## src/rtl/alu_exec_seq.sv

```systemverilog
// Five-state execute sequencer that feeds an external 16-bit ALU. It reads operands
// from an internal 8x16 register file, captures the ALU result and flags, and writes back.
module alu_exec_seq #(
  parameter int NREGS = 8,
  parameter int WIDTH = 16
) (
  input  logic             clk,
  input  logic             reset_n,
  input  logic [15:0]      instr,
  input  logic             instr_valid,
  output logic             instr_ready,
  output logic [WIDTH-1:0] alu_a,
  output logic [WIDTH-1:0] alu_b,
  output logic [3:0]       alu_select,
  output logic             alu_mode,
  output logic             alu_carry_in,
  input  logic [WIDTH-1:0] alu_result,
  input  logic             alu_compare,
  input  logic             alu_carry_out,
  output logic             done,
  output logic             flag_eq,
  output logic             flag_c,
  output logic             illegal,
  input  logic [2:0]       dbg_addr,
  output logic [WIDTH-1:0] dbg_data
);

  typedef enum logic [2:0] {IDLE, RDA, RDB, EXE, WB} state_t;
  typedef enum logic [1:0] {OP_ALU = 2'b00, OP_LDI = 2'b01, OP_CMP = 2'b10, OP_RSV = 2'b11} op_t;

  state_t           state_q, state_d;
  logic [15:0]      instr_q;
  logic [WIDTH-1:0] res;
  logic [WIDTH-1:0] regs [NREGS];

  logic [2:0] rx, ry;
  op_t        op;
  logic       writes_back;
  logic [1:0] unused_bits;

  assign rx          = instr_q[15:13];
  assign ry          = instr_q[12:10];
  assign op          = op_t'(instr_q[1:0]);
  assign writes_back = (op == OP_ALU) || (op == OP_LDI);
  // Bits [3:2] carry no meaning in the instruction format.
  assign unused_bits = instr_q[3:2];

  assign instr_ready = (state_q == IDLE);
  assign dbg_data    = regs[dbg_addr];

  // NOTE: state register and next-state logic are split so the combinational
  // half can assign a default first and never infer a latch.
  always_ff @(posedge clk or negedge reset_n) begin
    if (!reset_n) state_q <= IDLE;
    else          state_q <= state_d;
  end

  always_comb begin
    state_d = state_q;
    case (state_q)
      IDLE:    if (instr_valid) state_d = RDA;
      RDA:     state_d = RDB;
      RDB:     state_d = EXE;
      EXE:     state_d = WB;
      WB:      state_d = IDLE;
      default: state_d = IDLE;
    endcase
  end

  // NOTE: the register file is small and must read as zero after reset, so every
  // entry is reset explicitly; larger memories would normally be left unreset.
  always_ff @(posedge clk or negedge reset_n) begin
    if (!reset_n) begin
      for (int i = 0; i < NREGS; i++) regs[i] <= '0;
      instr_q      <= '0;
      res          <= '0;
      alu_a        <= '0;
      alu_b        <= '0;
      alu_select   <= '0;
      alu_mode     <= 1'b0;
      alu_carry_in <= 1'b0;
      flag_eq      <= 1'b0;
      flag_c       <= 1'b0;
      done         <= 1'b0;
      illegal      <= 1'b0;
    end else begin
      done    <= 1'b0;
      illegal <= 1'b0;
      case (state_q)
        IDLE: if (instr_valid) instr_q <= instr;
        RDA: begin
          alu_a        <= regs[rx];
          alu_select   <= instr_q[9:6];
          alu_mode     <= instr_q[5];
          alu_carry_in <= instr_q[4];
        end
        RDB: alu_b <= regs[ry];
        EXE: begin
          case (op)
            OP_ALU, OP_CMP: begin
              res     <= alu_result;
              flag_eq <= alu_compare;
              flag_c  <= alu_carry_out;
            end
            OP_LDI:  res <= {{(WIDTH-8){1'b0}}, instr_q[12:5]};
            default: ;
          endcase
        end
        WB: begin
          if (writes_back) regs[rx] <= res;
          // Pulses are registered so they appear in the cycle after the WB edge.
          done    <= 1'b1;
          illegal <= (op == OP_RSV);
        end
        default: ;
      endcase
    end
  end

endmodule

```

## config.mk

```make
export PLATFORM = sky130hd
export DESIGN_NAME = alu_exec_seq
export DESIGN_NICKNAME = d
export VERILOG_FILES = /design/src/rtl/alu_exec_seq.sv
export SDC_FILE = /design/constraint.sdc
export NUM_CORES = 1
export LEC_CHECK = 0
export BUFFER_PORTS_ARGS = -buffer_cell sky130_fd_sc_hd__buf_2
export CAP_MARGIN = 20
export CORE_MARGIN = 3
export CORE_UTILIZATION = 35
export CTS_CLUSTER_DIAMETER = 100
export DETAILED_ROUTE_END_ITERATION = 6
export HOLD_SLACK_MARGIN = 0.03
export PLACE_DENSITY = 0.58
export RECOVER_POWER = 50
export SYNTH_ARGS = -nofsm -noshare
export SYNTH_HDL_FRONTEND = slang
export SYNTH_SLANG_ARGS = --single-unit
```

## constraint.sdc

```tcl
create_clock -name clk -period 3.7 [get_ports clk]
set_clock_uncertainty 0.15 [all_clocks]
set_input_delay 0.74 -clock clk [delete_from_list [all_inputs] [get_ports clk]]
set_output_delay 0.74 -clock clk [all_outputs]
set_load 0.02 [all_outputs]
```

==> flow_metrics.env, run 1 <==
export IMPL_status="finished, violations left"
export IMPL_violations="capacitance limit, slew limit"
export IMPL_synth_edf_count=0
export IMPL_crit_fanout=32
export IMPL_synthesis_area_sq_mm=0.0104
export IMPL_areaGrowthSynthToFinish_pct=16.7
export IMPL_postSynthCellCount=720
export IMPL_vias=6796
export IMPL_rrSetupSlack_ps=950
export IMPL_maxSlewViolCount=98
export IMPL_wl_um=27600
export IMPL_cts_root_buf="clkbuf_16"
export IMPL_crit_arrival_ps=2170
export IMPL_nets=844
export IMPL_dieArea_sq_mm=0.0319
export IMPL_firstDrtPassIters=5
export IMPL_die_x_um=179
export IMPL_cts_tree="yes"
export IMPL_syn_avg_cell_area_sq_um=14.5
export IMPL_finalCritPeriodShare=0.827
export IMPL_grt_use_met3=0.0338
export IMPL_die_h_um=179
export IMPL_io_pins=99
export IMPL_relSlewSlack=-0.571
export IMPL_cts_buffers=25
export IMPL_fin_crit_ps=3060
export IMPL_ant_nets=0
export IMPL_cts_max_path_buffers=3
export IMPL_powerDensity_mw_per_mm2=871
export IMPL_synth_fp_nets=760
export IMPL_grt_busiest_layer="met2"
export IMPL_place_port_buffers=96
export IMPL_initial_core_util=0.359
export IMPL_core_sq_mm=0.0290
export IMPL_cp_cell_sequence="buf_2, buf_12, mux4_2, mux2_2, buf_2"
export IMPL_grt_pass1_vias=7049
export IMPL_vdd_drop_max_mv=0.510
export IMPL_met1_usage=0.254
export IMPL_n_antenna_cell=0
export IMPL_drive_gt1_frac=0.474
export IMPL_grt_max_degree=88
export IMPL_drc=0
export IMPL_cp_slowest_cell="mux4_2"
export IMPL_viasPerCell=5.63
export IMPL_stdcell_area_sq_mm=0.0122
export IMPL_worst_slew_pin_slew_ps=2360
export IMPL_ys_types=35
export IMPL_postCtsHoldBufs=0
export IMPL_r2r_end="alu_b[0]"
export IMPL_track_usage=0.178
export IMPL_fin_util=0.420
export IMPL_ys_flop_type="dfrtp_1"
export IMPL_ys_ff_latch=203
export IMPL_critPathKind="input port to primary output"
export IMPL_ys_seq_area_frac=0.487
export IMPL_crit_end="dbg_data[15]"
export IMPL_wl_per_cell_um=22.9
export IMPL_grt_antenna_before_repair=0
export IMPL_grt_pass1_wl_um=43300
export IMPL_power_leakage_nw=5.49
export IMPL_grt_use_met2=0.278
export IMPL_cts_sinks=203
export IMPL_min_path_type="input port to register"
export IMPL_n_fill_cell=2738
export IMPL_cts_repair_resized=0
export IMPL_slowest_delay_ps=540
export IMPL_gp_congestion=0.758
export IMPL_drt_iter0_markers=576
export IMPL_cp_common_cell="buf_2"
export IMPL_grt_setup_unrepaired="no"
export IMPL_insertion_delay_ps=530
export IMPL_cts_setup_buffers=0
export IMPL_setup_worst_path_end_class="primary output"
export IMPL_grt_overflow_total=0
export IMPL_ys_warnings_count=0
export IMPL_num_rows=62
export IMPL_start_kind="input port"
export IMPL_crit_path_start="dbg_addr[0]"
export IMPL_setup_tns_ps=0
export IMPL_place_area_sq_mm=0.0113
export IMPL_worstRegToRegCells=4
export IMPL_required_ps=2810
export IMPL_fmax_ghz=0.327
export IMPL_setup_viol_count_final=0
export IMPL_maxCapViolCount=2
export IMPL_htreeDepth=1
export IMPL_async_flop_share=1.00
export IMPL_dp_hpwl_um=17600
export IMPL_worstReg2RegStart="state_q[1]"
export IMPL_path_clk_slew_ps=60
export IMPL_finalHoldViolations=0
==> metrics by stage <==
step                power (mW)  setup WS, ps  hold WS [ps]  std cells
floorplan                 6.78           709           294        720
global placement          8.07           626           337       1161
detailed placement        8.14           630           341       1161
CTS                       10.7           624           168       1207
global route              11.3           565           270       1207
finish                    10.6           639           281       1207
==> synthesized netlist by cell type (all sizes together) (4+ instances only) <==
master / number / area (sq um)
dfrtp: 203 / 5080
mux2: 165 / 1860
mux4: 69 / 1550
mux2i: 56 / 561
a21oi: 37 / 185
buf: 35 / 215
nor2: 26 / 120
clkbuf: 24 / 90.1
nand2: 17 / 73.8
a221oi: 11 / 96.3
a22oi: 11 / 82.6
o21ai: 11 / 55.1
o221ai: 11 / 96.3
o22a: 11 / 96.3
a22o: 6 / 52.6
o22ai: 5 / 31.3
nand2b: 4 / 25.0
==> flip-flops by register name, indices dropped and copies added (netlist names), 3 cells and up <==
signal / cells
regs: 128
alu_a: 16
alu_b: 16
res: 16
instr_q: 14
alu_select: 4
state_q: 3
==> power by group <==
part           leakage [nW]  switching [mW]  internal [mW]
registers              2.67            1.16           3.09
clock network         0.436           0.967           1.58
logic                  2.39            1.85           1.95
==> cell type report <==
| type | instances | area (sq um) | area share |
|---|---|---|---|
| repair buffers | 116 | 681 | 0.0559 |
| flip-flops and latches | 203 | 5080 | 0.418 |
| multi-input cells | 457 | 5040 | 0.414 |
| clock buffers | 36 | 767 | 0.0630 |
| clock inverters | 10 | 115 | 0.00946 |
| inverters | 1 | 3.75 | 0.000308 |
| well taps | 384 | 480 | 0.0395 |
==> worst min path at each step <==
stage | from | to | slack, ps | cells past startpoint
floorplan | reset_n | alu_a[0] | 290 | 0
CTS | reset_n | regs[11] | 170 | 1
global route | alu_result[11] | res[11] | 270 | 2
global placement | flag_eq | flag_eq | 340 | 1
detailed placement | alu_carry_in | alu_carry_in | 340 | 1
finish | alu_result[8] | res[8] | 280 | 2
==> routing by layer <==
metal	part of all wire	wire (um)
met4	0.027	739
met3	0.064	1770
met1	0.45	12300
met2	0.46	12800
met5	0	0
==> critical path: cells and delay by family <==
| family | cells | cell delay [ps] |
|---|---|---|
| multiplexers | 2 | 850 |
| buffers and inverters | 3 | 540 |
==> cell families (layout without fill, tap and decap cells) <==
logic type,after synthesis,count (layout),synth area share
multiplexers,290,290,0.381
flip-flops,203,203,0.487
AO/OA/AOI/OAI,103,103,0.0667
AND/OR/NAND/NOR,64,64,0.0357
buffers and inverters,60,163,0.0296
==> cell usage in the layout (no fill, tap or decap), types with 2 or more instances in the layout <==
master,synthesis,routed
buf_12,0,6
o221ai_1,11,11
a22oi_1,11,11
buf_4,7,13
and2_1,3,2
o22a_1,11,11
dfrtp_1,203,200
clkbuf_16,0,25
nand2_1,15,15
clkbuf_1,24,19
nor3b_1,3,3
a221oi_1,11,11
nor2b_1,2,2
nor2_1,23,23
mux2i_1,56,56
o21ai_0,11,11
clkinv_2,0,4
bufinv_16,0,2
dfrtp_2,0,3
o22ai_1,5,5
clkbuf_8,0,10
nor2_4,3,3
nor3_1,2,2
clkinvlp_4,0,2
nand2b_1,4,4
mux2_2,165,165
mux4_2,69,69
a21oi_1,37,37
a22o_1,6,6
buf_2,22,78
Note: power is estimated with default switching activity, not from simulation.
==> run 2: changes to the inputs <==
==> constraint.sdc (replaced) <==
create_clock -name clk -period 3.17 [get_ports clk]
set_clock_uncertainty 0.15 [all_clocks]
set_input_delay 0.634 -clock clk [delete_from_list [all_inputs] [get_ports clk]]
set_output_delay 0.634 -clock clk [all_outputs]
set_load 0.02 [all_outputs]
==> flow_metrics.env, run 2 (same netlist as run 1, synthesis figures left out) <==
export IMPL_status="finished clean"
export IMPL_viasPerCell=5.56
export IMPL_ant_nets=0
export IMPL_finalCritPeriodShare=0.895
export IMPL_vdd_drop_max_mv=0.574
export IMPL_required_ps=2390
export IMPL_dieArea_sq_mm=0.0319
export IMPL_slowest_delay_ps=540
export IMPL_setup_viol_count_final=0
export IMPL_grt_pass1_wl_um=42600
export IMPL_finalHoldViolations=0
export IMPL_grt_setup_unrepaired="no"
export IMPL_cts_sinks=203
export IMPL_relSlewSlack=0.0980
export IMPL_crit_arrival_ps=2050
export IMPL_grt_max_degree=61
export IMPL_critPathKind="input port to primary output"
export IMPL_cp_slowest_cell="mux4_2"
export IMPL_cp_common_cell="buf_2"
export IMPL_drc=0
export IMPL_vias=6765
export IMPL_cts_root_buf="clkbuf_16"
export IMPL_track_usage=0.175
export IMPL_io_pins=99
export IMPL_areaGrowthSynthToFinish_pct=17.1
export IMPL_worst_slew_pin_slew_ps=1350
export IMPL_grt_antenna_before_repair=0
export IMPL_power_leakage_nw=5.51
export IMPL_gp_congestion=0.792
export IMPL_htreeDepth=1
export IMPL_wl_um=27600
export IMPL_core_sq_mm=0.0290
export IMPL_n_antenna_cell=0
export IMPL_final_common_cell="dfrtp_1"
export IMPL_setup_worst_path_end_class="primary output"
export IMPL_largest_reg_flops=128
export IMPL_top_register="regs"
export IMPL_min_path_type="input port to register"
export IMPL_die_h_um=179
export IMPL_fin_util=0.421
export IMPL_drive_gt1_frac=0.471
export IMPL_insertion_delay_ps=520
export IMPL_dp_hpwl_um=17700
export IMPL_cts_buffers=25
export IMPL_grt_pass1_vias=6786
export IMPL_initial_core_util=0.359
export IMPL_path_clk_slew_ps=60
export IMPL_fin_crit_ps=2840
export IMPL_die_x_um=179
export IMPL_setup_tns_ps=0
export IMPL_start_kind="input port"
export IMPL_fmax_ghz=0.352
export IMPL_crit_fanout=32
export IMPL_powerDensity_mw_per_mm2=1010
export IMPL_cts_tree="yes"
export IMPL_num_rows=62
export IMPL_maxSlewViolCount=0
export IMPL_cts_repair_resized=0
export IMPL_drt_iter0_markers=582
export IMPL_cts_max_path_buffers=3
export IMPL_firstDrtPassIters=5
export IMPL_cp_cell_sequence="buf_2, buf_12, mux4_2, mux2_2, buf_2"
export IMPL_n_fill_cell=2747
export IMPL_nets=855
export IMPL_place_port_buffers=96
export IMPL_final_cell_mix="dfrtp_1 (201), mux2_2 (165), buf_2 (75), mux4_2 (69), mux2i_1 (56)"
export IMPL_wl_per_cell_um=22.7
export IMPL_grt_overflow_total=0
export IMPL_maxCapViolCount=0
## run 2: cell types whose count changed in the layout (fill, tap and decap cells not counted), sizes merged
cell	change
buf	+3
clkbuf	+3
clkinv	+2
dlygate4sd3	+1
bufinv	+2
inv	-1
## run 2: routing by layer
metal  wire [um]  vias up  track usage
met1       12600     3510        0.255
met5           0        -            0
met2       12600      226        0.273
met4         529        0       0.0360
met3        1830       41       0.0336
li1            -     2988            -
## run 2: cell type report
| cell class | instances | area [sq um] | area share |
|---|---|---|---|
| well taps | 384 | 480 | 0.0393 |
| flip-flops and latches | 203 | 5080 | 0.416 |
| clock inverters | 13 | 174 | 0.0142 |
| clock buffers | 32 | 672 | 0.0550 |
| inverters | 1 | 3.75 | 0.000307 |
| multi-input cells | 457 | 5050 | 0.413 |
| repair buffers | 127 | 752 | 0.0616 |
## run 2: report_power, final
| group | switching (mW) | total, mW | internal (mW) | leakage [nW] |
|---|---|---|---|---|
| Clock | 1.10 | 2.92 | 1.82 | 0.413 |
| Combinational | 2.43 | 4.71 | 2.28 | 2.43 |
| Sequential | 1.09 | 4.70 | 3.61 | 2.67 |
## run 2: per-stage QoR
stage	instance area, sq um	hold WS (ps)	setup slack [ps]	power (mW)	cells
final	12200	180	333	12.3	1217
after global placement	11400	337	320	9.44	1171
after CTS	12300	163	307	12.5	1217
after global routing	12200	167	163	13.1	1217
after floorplan	10400	188	391	7.91	720
after detailed placement	11400	342	308	9.53	1171
## run 2: what timing repair did
action / 4_1_cts / 5_1_grt
endpoints found under the hold margin: 44 / 0
hold buffers: 1 / 0
setup buffers: 0 / 0
endpoints found under the setup margin: 0 / 0
## run 2: critical path: cells and delay by family
family / cells / cell delay (ps)
multiplexers: 2 / 850
buffers and inverters: 3 / 540
## run 2: final timing paths
check                              startpoint           end  slack [ps]  cells after the start
worst max-delay path              dbg_addr[0]  dbg_data[15]         330                      5
worst min-delay path            alu_result[8]        res[8]         180                      2
worst max register to register     state_q[0]     regs[125]         650                      5
worst min register to register     instr_q[4]    instr_q[4]         360                      1
max in group asynchronous             reset_n      regs[20]         540                      3
min in group asynchronous             reset_n      alu_b[3]         820                      2
